### config.mk
export PLATFORM = sky130hd
export DESIGN_NAME = stack_mem_ctrl
export DESIGN_NICKNAME = d
export VERILOG_FILES = /design/src/rtl/stack_pkg.sv /design/src/rtl/stack_ptr_counter.sv /design/src/rtl/stack_mem_ctrl.sv
export SDC_FILE = /design/constraint.sdc
export NUM_CORES = 1
export LEC_CHECK = 0
export ABC_AREA = 0
export CAP_MARGIN = 10
export CORE_UTILIZATION = 40
export CTS_CLUSTER_DIAMETER = 100
export DETAILED_ROUTE_END_ITERATION = 8
export PLACE_DENSITY_LB_ADDON = 0.08
export SLEW_MARGIN = 20
export SYNTH_ARGS = -nofsm -noshare
export SYNTH_HDL_FRONTEND = slang
export SYNTH_SLANG_ARGS = --single-unit
### constraint.sdc
create_clock -name clk -period 2.2 [get_ports clk]
set_input_delay 0.44 -clock clk [delete_from_list [all_inputs] [get_ports clk]]
set_output_delay 0.44 -clock clk [all_outputs]
set_load 0.01 [all_outputs]
### src/rtl/stack_pkg.sv
// Shared definitions for the stack memory controller: widths, command and
// error encodings, and the controller FSM state set.
package stack_pkg;

   localparam int DATA_W = 16;
   localparam int CNT_W  = 14;
   localparam int ADDR_W = 16;

   typedef enum logic [1:0] {
      OP_PEEK = 2'b00,
      OP_PUSH = 2'b01,
      OP_POP  = 2'b10,
      OP_POP2 = 2'b11
   } op_e;

   typedef enum logic [1:0] {
      ERR_OK  = 2'b00,
      ERR_OVF = 2'b01,
      ERR_UDF = 2'b10
   } err_e;

   typedef enum logic [2:0] {
      S_IDLE,
      S_WRITE,
      S_READ,
      S_WAIT,
      S_RESP
   } state_e;

endpackage

### src/rtl/stack_ptr_counter.sv
// Element counter for the stack: +1 on a write, -1/-2 on pops, with the
// occupancy flags the controller uses to classify overflow/underflow.
module stack_ptr_counter
   import stack_pkg::*;
#(
   parameter int DEPTH = 16383
)(
   input  logic             clk,
   input  logic             reset,
   input  logic             inc1,
   input  logic             dec1,
   input  logic             dec2,
   output logic [CNT_W-1:0] count,
   output logic             full,
   output logic             empty,
   output logic             lt2
);

   // NOTE: sequential state uses non-blocking assignments only.
   always_ff @(posedge clk or posedge reset) begin
      if (reset)
         count <= '0;
      else if (inc1)
         count <= count + CNT_W'(1);
      else if (dec1)
         count <= count - CNT_W'(1);
      else if (dec2)
         count <= count - CNT_W'(2);
   end

   assign full  = (count == CNT_W'(DEPTH));
   assign empty = (count == '0);
   assign lt2   = (count < CNT_W'(2));

endmodule

### src/rtl/stack_mem_ctrl.sv
// Stack controller over an external synchronous dual-read memory: one command
// at a time, with a top/second-of-stack response and a ready/valid handshake.
module stack_mem_ctrl
   import stack_pkg::*;
#(
   parameter logic [ADDR_W-1:0] STACK_BASE = 16'h0000,
   parameter int                DEPTH      = 16383
)(
   input  logic              clk,
   input  logic              reset,
   input  logic              cmd_valid,
   output logic              cmd_ready,
   input  logic [1:0]        cmd_op,
   input  logic [DATA_W-1:0] cmd_data,
   output logic              rsp_valid,
   input  logic              rsp_ready,
   output logic [DATA_W-1:0] rsp_top,
   output logic [DATA_W-1:0] rsp_second,
   output logic [1:0]        rsp_err,
   output logic [CNT_W-1:0]  count,
   output logic [ADDR_W-1:0] mem_addr,
   output logic [DATA_W-1:0] mem_din,
   output logic              mem_we,
   input  logic [DATA_W-1:0] mem_douta,
   input  logic [DATA_W-1:0] mem_doutb
);

   state_e            state, next_state;
   op_e               op;
   err_e              err_code;
   logic              accept, cmd_err;
   logic              full, empty, lt2;
   logic              inc1, dec1, dec2;
   logic [DATA_W-1:0] push_data;

   assign op     = op_e'(cmd_op);
   assign accept = cmd_valid && (state == S_IDLE);

   // NOTE: every signal written in a combinational block gets a default first,
   // so no path leaves it unassigned and no latch is inferred.
   always_comb begin
      err_code = ERR_OK;
      case (op)
         OP_PUSH: if (full)  err_code = ERR_OVF;
         OP_POP:  if (empty) err_code = ERR_UDF;
         OP_POP2: if (lt2)   err_code = ERR_UDF;
         default: ;
      endcase
   end

   assign cmd_err = (err_code != ERR_OK);
   // Pops shrink the count at accept so the following read sees the new top.
   assign dec1    = accept && !cmd_err && (op == OP_POP);
   assign dec2    = accept && !cmd_err && (op == OP_POP2);

   stack_ptr_counter #(
      .DEPTH(DEPTH)
   ) u_counter (
      .clk  (clk),
      .reset(reset),
      .inc1 (inc1),
      .dec1 (dec1),
      .dec2 (dec2),
      .count(count),
      .full (full),
      .empty(empty),
      .lt2  (lt2)
   );

   always_ff @(posedge clk or posedge reset) begin
      if (reset)
         state <= S_IDLE;
      else
         state <= next_state;
   end

   always_comb begin
      next_state = state;
      case (state)
         S_IDLE: begin
            if (accept) begin
               if (cmd_err)
                  next_state = S_RESP;
               else if (op == OP_PUSH)
                  next_state = S_WRITE;
               else
                  next_state = S_READ;
            end
         end
         S_WRITE: next_state = S_READ;
         S_READ:  next_state = S_WAIT;
         S_WAIT:  next_state = S_RESP;
         S_RESP:  if (rsp_ready) next_state = S_IDLE;
         default: next_state = S_IDLE;
      endcase
   end

   always_comb begin
      cmd_ready = 1'b0;
      rsp_valid = 1'b0;
      mem_we    = 1'b0;
      mem_din   = '0;
      inc1      = 1'b0;
      mem_addr  = STACK_BASE + ADDR_W'(count);
      case (state)
         S_IDLE: cmd_ready = 1'b1;
         S_WRITE: begin
            mem_we   = 1'b1;
            mem_din  = push_data;
            mem_addr = STACK_BASE + ADDR_W'(count) + ADDR_W'(1);
            inc1     = 1'b1;
         end
         S_RESP: rsp_valid = 1'b1;
         default: ;
      endcase
   end

   // Error responses leave rsp_top/rsp_second untouched; only WAIT reloads them.
   always_ff @(posedge clk or posedge reset) begin
      if (reset) begin
         push_data  <= '0;
         rsp_top    <= '0;
         rsp_second <= '0;
         rsp_err    <= ERR_OK;
      end else begin
         if (accept) begin
            push_data <= cmd_data;
            rsp_err   <= err_code;
         end
         if (state == S_WAIT) begin
            rsp_top    <= (count == '0)          ? '0 : mem_douta;
            rsp_second <= (count < CNT_W'(2))    ? '0 : mem_doutb;
         end
      end
   end

endmodule
After elaboration in Yosys (flattened, before gate mapping)
Index checks and enable logic that the tools add are counted.

Add/sub/neg operators: 4. Order comparisons: 1. Equality and inequality tests: 10. Multiplexer cells: 19. Reduce and logical (&&, ||, !) cells: 10.

Operator list (number): 16-bit 2-to-1 mux (3); 14-bit 2-to-1 mux (3); 14-bit by 1-bit adder with 15-bit output, second input constant (1); 15-bit 2-to-1 mux (1); 3-bit case mux with 5 select lines (1); 14-bit by 1-bit adder with 14-bit output, second input constant (1); 14-bit == test, second input constant (1); 14-bit logical NOT (1); 14-bit by 2-bit less-than comparator with 1-bit output, second input constant (1); 14-bit by 1-bit subtractor with 14-bit output, second input constant (1); 14-bit by 2-bit subtractor with 14-bit output, second input constant (1); 3-bit 2-to-1 mux (3); 3-bit by 2-bit == test with 1-bit output, second input constant (2); 2-bit 2-to-1 mux (3); 2-bit case mux with 3 select lines (1); 2-bit == test, second input constant (2); 1-bit logical AND (4); 1-bit 2-to-1 mux (4); 2-bit != test, second input constant (2); 3-bit by 1-bit == test with 1-bit output, second input constant (1); 3-bit == test, second input constant (1); 3-bit logical NOT (1); 3-bit nonzero test (1); 2-bit by 1-bit == test with 1-bit output, second input constant (1); 3 further kinds (3).

Flip-flop bits (word level): 67. Bits of input ports: 54. Output and inout port bits: 83.

Logic depth before layout (Yosys ltp)
Depth after elaboration: 10. Gate-level depth with buffers: 8. Mapped depth without buffers: 7.

Hierarchy
Synthesis repeated with hierarchy kept, for this count alone.

Cell total of the unflattened synthesis: 355. Area, all modules: 3468.3 um2.

Modules (own cells, without submodules): stack_mem_ctrl (times used 1, cells an instance 246, area each 2464.9 um2, seq. area each 1326.3 um2); stack_ptr_counter (times used 1, cells an instance 109, area each 1003.5 um2, seq. area each 350.3 um2).

Worst setup path after synthesis
Ideal clock, no wire load.

Path type: flip-flop to flip-flop. Start: reg u_counter.count[2]. End: reg u_counter.count[11]. Setup time: 0.080 ns. Arrival time: 2.384 ns. Data required time: 2.120 ns. Path slack: -0.263 ns. Stages on the path, launching flop included: 9. Buffers on the path: 1. Cells stage by stage: dfrtp_1 clkbuf_1 inv_1 ha_1 and3b_1 or4_4 or4_4 o31ai_4 xor2_1.

Word-level cells in the longest chain between the ends: 9.

RTL lines: start: declaration (RTL line stack_ptr_counter.sv:13) `output logic [CNT_W-1:0] count,`; start signal: assignment (RTL line stack_ptr_counter.sv:24) `count <= count + CNT_W'(1);`; start signal: assignment (RTL line stack_ptr_counter.sv:26) `count <= count - CNT_W'(1);`; start signal: assignment (RTL line stack_ptr_counter.sv:28) `count <= count - CNT_W'(2);`; 14-bit by 2-bit less-than comparator with 1-bit output (tied with other cells) (RTL line stack_ptr_counter.sv:33) `assign lt2 = (count < CNT_W'(2));`; 2-bit 2-to-1 mux (tied with other cells) (RTL line stack_mem_ctrl.sv:46) `OP_POP2: if (lt2) err_code = ERR_UDF;`; 2-bit case mux with 3 select lines (RTL line stack_mem_ctrl.sv:43) `case (op)`; 2-bit nonzero test (RTL line stack_mem_ctrl.sv:51) `assign cmd_err = (err_code != ERR_OK);`; 1-bit logical NOT (RTL line stack_mem_ctrl.sv:53, stack_mem_ctrl.sv:54); 1-bit logical AND (RTL line stack_mem_ctrl.sv:53, stack_mem_ctrl.sv:54); 1-bit logical AND (RTL line stack_mem_ctrl.sv:53) `assign dec1 = accept && !cmd_err && (op == OP_POP);`; 14-bit 2-to-1 mux (RTL line stack_ptr_counter.sv:25) `else if (dec1)`; 14-bit 2-to-1 mux (RTL line stack_ptr_counter.sv:23) `else if (inc1)`.

Parallel ways exist; a longest one is shown, timed or not. The select of a mux whose other input is x is not followed. A chain may end at the register's enable or synchronous reset.

Worst setup path in the final report
Start: reg state[1]. End: out mem_addr[8].

Word-level cells in the longest chain between the ends: 2.

RTL lines: start: declaration (RTL line stack_mem_ctrl.sv:28) `state_e state, next_state;`; start signal: assignment (RTL line stack_mem_ctrl.sv:74) `state <= next_state;`; 3-bit by 1-bit == test with 1-bit output (RTL line stack_mem_ctrl.sv:105) `case (state)`; 15-bit 2-to-1 mux (RTL line stack_mem_ctrl.sv:105); end: declaration (RTL line stack_mem_ctrl.sv:21) `output logic [ADDR_W-1:0] mem_addr,`.

No other way between the ends.

==> results_dict.tcl <==
set metrics [dict create \
    synthCells 361 \
    cpPeakStageDelay_ns 0.46 \
    clkTransAtPathRegs_ns 0.07 \
    status "finished, violations left" \
    ant_nets 0 \
    skew_ns 0.01206 \
    period_share 1.146 \
    synth_top_family_by_area "simple AND/OR/NAND/NOR gates" \
    yosys.area_share.simple 0.2371 \
    syn-cell-area_um2 3477 \
    cts_sinks 67 \
    drcViolationCount 0 \
    setup_viol 36 \
    syn_avg_cell_area_um2 9.632 \
    fin_nets 647 \
    root_buffer "clkbuf_8" \
    synth_top_area_share 0.4822 \
    start_kind "flip-flop" \
    synth-main-ff-cell "dfrtp_1" \
    syn_nets 421 \
    cp_cell_sequence "or3b_4 > or3_4 > o21a_1 > or2_4 > buf_6" \
    clockBufferDepth 2 \
    ys_seq_elements 67 \
    layout-drive-gt1-share 0.3780 \
    finalCoreUtilization 0.7478 \
    crit_slowest_cell "or3b_4" \
    slew_headroom 0.6513 \
    wirelength_um 11400 \
    dp_hpwl_um 7767 \
    ys_types 54 \
    worstPathArrival_ns 2.08 \
    avgViaCountPerCell 5.233 \
    dieArea_um2 9070 \
    drv_slew 0 \
    clk_latency_ns 0.34 \
    start_util 0.4190 \
    hold_path.class "reg -> reg" \
    violations "setup timing" \
    grt_overflow_total 0 \
    cap_violations 0 \
    vias 3637 \
    antenna_found_initial 0 \
    ioPinCount 137 \
    drt_iter0_markers 174 \
    multi_input_area_um2 1959 \
    max-vdd-ir-drop_mv 0.5768 \
    dieWidth_um 95.24 \
    ff_latch_area_um2 1680 \
    grt_max_degree 41 \
    netlist_top_cells_area "dfrtp_1, a22o_1, nand2_1, and2_1, xnor2_1" \
    die_h_um 95.24 \
    final_cell_area_um2 6206 \
    hold_violations 0 \
    path_buf_inv 1 \
    grt_usage 0.2494 \
    timing.rr.start "state[0]" \
    hold_start "push_data[9]" \
    place_area_um2 5451 \
    totalPowerFinal_mw 7.026 \
    worstPathRequired_ns 1.76 \
    tightest_slew_ns 0.5231 \
    grt_pass1_vias 3487 \
    syn2layout_area_growth_pct 78.48 \
    muxShareOfSynthArea 0.005757 \
    synth_area_leader_cell "dfrtp_1" \
    io_buffers 135 \
    synth_compound_area_frac 0.1652 \
    fmax_mhz 396.6 \
    synth-adder-area-share 0.02159 \
    crit_path_end_kind "output pin" \
    setup_ws_ns -0.3215 \
    ys_warn_count 0 \
    synth-edff-count 0 \
    cts_made_buffers 9 \
    drtPass1Iterations 4 \
    worstSetupPathType "reg -> out" \
    total_leakage_power_nw 2.861 \
    period_needed_ns 2.521 \
    async_flop_share 1.000 \
    rows 33 \
    seq_area_frac_synth 0.4822 \
    detail_route.wl_per_cell_um 16.40 \
    n_antenna_cell 0 \
    cp_max_fo 6 \
    powerDensity_nw_per_um2 1132 \
    cts_tree "built" \
    fillCellCount 604 \
    rsz0062_at_grt "true" \
    synthXorXnorAreaFrac 0.04534 \
    startpoint "state[1]" \
    grt_pass1_wl_um 17320 \
    cp_top_family "simple AND/OR/NAND/NOR gates" \
    fin_setup_tns_ns -6.022 \
    cts_max_level 3 \
    core_um2 8299 \
    gp_congestion 0.8464 \
]
[worst reg2reg max path: stages, from the launching register on]
cell	delay [ns]
dfrtp_1	0.38
or3b_4	0.29
buf_6	0.15
clkinv_8	0.07
buf_6	0.12
or4_4	0.42
or4_4	0.52
o31ai_4	0.26
xor2_1	0.16
[where the power goes]
part | internal [mW] | total [mW] | switching, mW | leakage (nW)
clock network | 0.399 | 0.885 | 0.486 | 0.0746
registers | 1.75 | 2.06 | 0.309 | 0.814
logic | 2.19 | 4.08 | 1.89 | 1.97
[what timing repair did]
| action | CTS | global route |
|---|---|---|
| pin swaps | 13 | 41 |
| gates resized for setup | 141 | 106 |
| cloned | 0 | 1 |
| setup buffers | 9 | 21 |
| endpoints found under the setup margin | 41 | 46 |
| hold buffers | 0 | 0 |
[area by class of cell]
type                       count  share of cell area
timing repair buffer         242              0.3593
multi-input combinational    258              0.3157
sequential                    67              0.2708
tap                          105             0.02117
clock buffer                  10             0.02056
inverter                       9            0.007863
clock inverter                 4            0.004637
[Yosys cell counts, drive strengths merged, types with 2 or more instances]
cell type / n
nor2: 13
o311ai: 3
and2: 19
buf: 10
nand2b: 5
xor2: 9
nand3: 11
nor4: 8
ha: 6
nand2: 65
o21ai: 7
a31oi: 3
inv: 9
o22ai: 3
mux2i: 2
nor3: 7
xnor2: 9
clkbuf: 17
or4b: 3
a22o: 32
nor2b: 3
or4: 5
or2: 5
or3: 2
o31ai: 4
a21oi: 13
and3: 2
nand4: 3
dfrtp: 67
[placed cells by master, fill, tap and decap left out, types with 9 or more instances in the layout]
cell	instances
dfrtp_1	64
nand2_1	61
buf_6	37
a22o_1	32
clkdlybuf4s50_1	102
buf_2	11
a21oi_1	11
clkbuf_8	9
xor2_1	9
nor2_1	9
and2_4	16
buf_4	86
[layer usage]
metal / part of all wire / vias up / wire [µm] / track usage
met1: 0.42 / 1748 / 4792 / 0.3263
met4: 0.016 / 0 / 182 / 0.1048
li1: - / 1725 / - / -
met3: 0.067 / 15 / 763 / 0.05742
met5: 0 / - / 0 / 0
met2: 0.50 / 149 / 5661 / 0.3952
[cells by family after synthesis]
logic type               Yosys count
AO/OA/AOI/OAI                     75
XOR/XNOR                          18
adder cells (fa/ha/maj)            6
buffers and inverters             36
flip-flops                        67
multiplexers                       2
other                              1
AND/OR/NAND/NOR                  156
[worst paths after layout]
kind | depth (start not counted) | slack [ns] | endpoint
setup reg to reg | 8 | -0.24 | u_counter.count[11]
hold / removal | 2 | 0.48 | push_data[9]
hold reg to reg | 2 | 0.48 | push_data[9]
max in group asynchronous | 3 | 1.24 | u_counter.count[1]
min in group asynchronous | 3 | 0.49 | rsp_second[14]
setup / recovery | 5 | -0.32 | mem_addr[8]
[flip-flops by register name, summed over array words and instances, names as in the netlist]
name,cells
push_data,16
rsp_err,2
rsp_second,16
rsp_top,16
state,3
u_counter.count,14
[through the flow]
| step | instances | hold WS (ns) | setup WS [ns] |
|---|---|---|---|
| 6_report | 695 | 0.4820 | -0.3215 |
| 5_1_grt | 695 | 0.5089 | -0.4311 |
| 4_1_cts | 675 | 0.4724 | -0.3426 |
| 3_5_place_dp | 652 | 0.4544 | -0.3385 |
| 3_3_place_gp | 652 | 0.4496 | -0.3629 |
| 2_1_floorplan | 361 | 0.4374 | -0.07611 |
Power figures use the tool's default switching activity.
==> variant 1 (same settings) <==
The 5 states of `state_e` get a one-hot encoding in 5 bits.
--- a/src/rtl/stack_pkg.sv
+++ b/src/rtl/stack_pkg.sv
@@ -19,12 +19,12 @@
       ERR_UDF = 2'b10
    } err_e;
 
-   typedef enum logic [2:0] {
-      S_IDLE,
-      S_WRITE,
-      S_READ,
-      S_WAIT,
-      S_RESP
+   typedef enum logic [4:0] {
+      S_IDLE  = 5'b00001,
+      S_WRITE = 5'b00010,
+      S_READ  = 5'b00100,
+      S_WAIT  = 5'b01000,
+      S_RESP  = 5'b10000
    } state_e;
 
 endpackage
Formal check against the unedited RTL: same outputs for any inputs over 10 cycles, from zero or initial values and one cycle with reset high; not proved beyond that.
==> variant 1 against the original RTL <==
- the run still ends with negative setup slack left
- design area decreased by 0.63%
- sequential share of layout area increased by 0.94 points
- die area decreased by 1.0%
- area after synthesis decreased by 1.0%
- clock skew decreased by 0.0030 ns
- non-clock buffer count decreased by 8
- sequential cell count increased by 2
- worst setup slack improved by 0.11 ns
- wire length decreased by 4.2%
- power decreased by 9.0%
- first-iteration DRC count increased by 1.1%
- clock power increased by 45%
- largest cell class unchanged
- largest power group unchanged
==> variant 1: results <==
[route]
avgRoutedWirePerCell_um = 16.7
first_iter_violations = 176
via_per_inst = 5.22

[setup_path]
crit_path_end = "mem_addr[11]"
reg2regPathDepth = 6
worstPathMaxFanout = 7
arrival_ns = 1.98
rr_startpoint = "u_counter.count[8]"

[placement]
placed_area_um2 = 5450
gp_congestion = 0.923

[status]
status = "finished with violations"
violations = "negative setup slack"

[hold_path]
hp-class = "in2async"

[synth]
synth_compound_area_share_pct = 15.5
synthCells = 319
synth.cell_area_um2 = 3440
synth_cell_types = 46

[global_routing]
grt_max_degree = 70
use_met2_pct = 39.7
use_met3_pct = 4.75

[final_layout]
buf_share_pct = 34.3
regArea_um2 = 1730
finalNonFillerCells = 653
final_area_um2 = 6170

[timing]
timing.final.setup_violations = 39
whs_ns = 0.482
fin_skew_ns = 0.00909
worst_slack_ns = -0.216

[pwr]
max-vdd-ir-drop_uv = 650

[clock_tree]
cts.sinks = 69
-- variant 1: changes by cell type after synthesis, sizes merged, moves of 5 or more --
cell / before / now
nand2: 65 / 19
mux2: 0 / 17
and2: 19 / 2
xnor2: 9 / 15
and3: 2 / 17
o21ai: 7 / 12
-- variant 1: what timing repair did --
item                                    in CTS  in global routing
gates resized for setup                     94                 62
buffers inserted                            13                 12
gates cloned                                 0                  0
pin swaps                                    7                 31
endpoints found under the setup margin      47                 47
-- variant 1: critical path, cell delays in order (launching register included) --
cell and delay [ns]:
dfrtp_1 0.41, nor3_4 0.19, nand2_2 0.08, buf_4 0.17, nor4_2 0.24, nand2_1 0.14
xnor2_1 0.15, clkdlybuf4s15_2 0.24
-- variant 1: power by group through the flow --
stage | clock [uW] | sequential, uW | combinational [uW]
final | 1280 | 2010 | 3100
after global placement | 0 | 2010 | 2880
after detailed placement | 0 | 2030 | 2920
after floorplan | 0 | 2150 | 1200
after CTS | 1310 | 2010 | 2960
after global routing | 1360 | 2070 | 3320
==> variant 2 (same settings) <==
Made on the original files. Set the package constant `DATA_W` to 24 (it was 16).
--- a/src/rtl/stack_pkg.sv
+++ b/src/rtl/stack_pkg.sv
@@ -2,7 +2,7 @@
 // error encodings, and the controller FSM state set.
 package stack_pkg;
 
-   localparam int DATA_W = 16;
+   localparam int DATA_W = 24;
    localparam int CNT_W  = 14;
    localparam int ADDR_W = 16;
 
Ports: changed (6 resized); port bits go from 137 to 185. The function was not compared with the original's and may differ.
==> variant 2 against the original RTL <==
- the run still ends with negative setup slack left
- non-clock buffer count rose by 32
- wire length increased by 23%
- critical endpoint is now mem_addr[10]
- largest power group unchanged
- worst setup slack worse by 0.078 ns
- fmax shrank 3.0%
- design area increased by 19%
- synthesized cell count grew 22%
- final cell count increased by 21%
- sequential share of layout area up 3.7 points
- sequential cell count up 24
- largest cell class unchanged
- hold slack got worse by 0.17 ns
- clock skew decreased by 0.0013 ns
- die area rose by 27%
- power grew 23%
- highest routed layer unchanged
- area after synthesis up 27%
==> variant 2: results <==
[status]
status = "finished with violations"
violations = "negative setup slack"

[route]
drt-met1-wl_um = 5830
via_per_inst = 5.30
first_iter_violations = 270
avgRoutedWirePerCell_um = 16.6

[global_routing]
grtUsageTotal_pct = 24.3
use_met3_pct = 6.08

[timing]
timing.final.setup_violations = 27
worst_slack_ns = -0.400

[synth]
synth_xor_area_share_pct = 2.38
synth_cell_types = 56
synth_common_cells = "91 x dfrtp_1, 87 x nand2_1, 48 x a22o_1, 30 x and2_1, 24 x clkbuf_1"
synthAdderAreaFrac_pct = 1.70
synth_compound_area_share_pct = 17.7
yosys-top-cells-area = "dfrtp_1 51%, a22o_1 9.5%, nand2_1 7.4%"
yosysSeqAreaShare_pct = 51.5

[placement]
place_hpwl_um = 9660
dp_cells = 806
portBuffers = 183
dp_slack_ns = -0.433
placed_area_um2 = 6900

[floorplan]
dieWidth_um = 107

[setup_path]
worstPathMaxFanout = 4
arrival_ns = 2.16
rr_startpoint = "state[1]"

[final_layout]
fillers = 862

[pwr]
max-vdd-ir-drop_uv = 699

[clock_tree]
clk_pin_slew_ns = 0.09
[variant 2: area by class of cell]
| type | count | area [um^2] | share of cell area [%] |
|---|---|---|---|
| timing repair buffer | 274 | 2470 | 33.4 |
| sequential | 91 | 2280 | 30.8 |
| multi-input combinational | 313 | 2230 | 30.1 |
| tap | 140 | 175 | 2.37 |
| clock buffer | 11 | 141 | 1.91 |
| clock inverter | 5 | 61.3 | 0.828 |
| inverter | 9 | 43.8 | 0.592 |
[variant 2: path summary, 6_finish.rpt]
kind | end | slack (ns) | depth (start not counted)
min | rsp_top[17] | 0.32 | 2
min reg2reg | push_data[10] | 0.47 | 2
min in group clk | push_data[10] | 0.47 | 2
max | mem_addr[10] | -0.40 | 5
max reg2reg | u_counter.count[12] | -0.39 | 14
max in group asynchronous | rsp_top[9] | 1.18 | 3
[variant 2: what timing repair did]
action                                  in CTS  in global routing
endpoints found under the setup margin      54                 56
resized for setup                          187                 24
gates cloned                                 0                  1
pin swaps                                   10                 13
setup buffers                               13                  7
[variant 2: power by group through the flow]
| stage | registers [uW] | logic [uW] | clock network, uW |
|---|---|---|---|
| 3_3_place_gp | 2760 | 4440 | 0 |
| 3_5_place_dp | 2790 | 4520 | 0 |
| 4_1_cts | 2770 | 4550 | 1210 |
| 5_1_grt | 2860 | 5040 | 1270 |
| 6_report | 2780 | 4680 | 1180 |
| 2_1_floorplan | 3010 | 1920 | 0 |
[variant 2: cells by family (layout without fill, tap and decap cells)]
family,after synthesis,after routing
muxes,1,1
DFF,91,91
adders and majority gates,6,6
xor gates and xnor gates,12,12
other,1,1
buffers and inverters,38,299
AOI/OAI and AO/OA,96,96
and+or+nand+nor,197,197
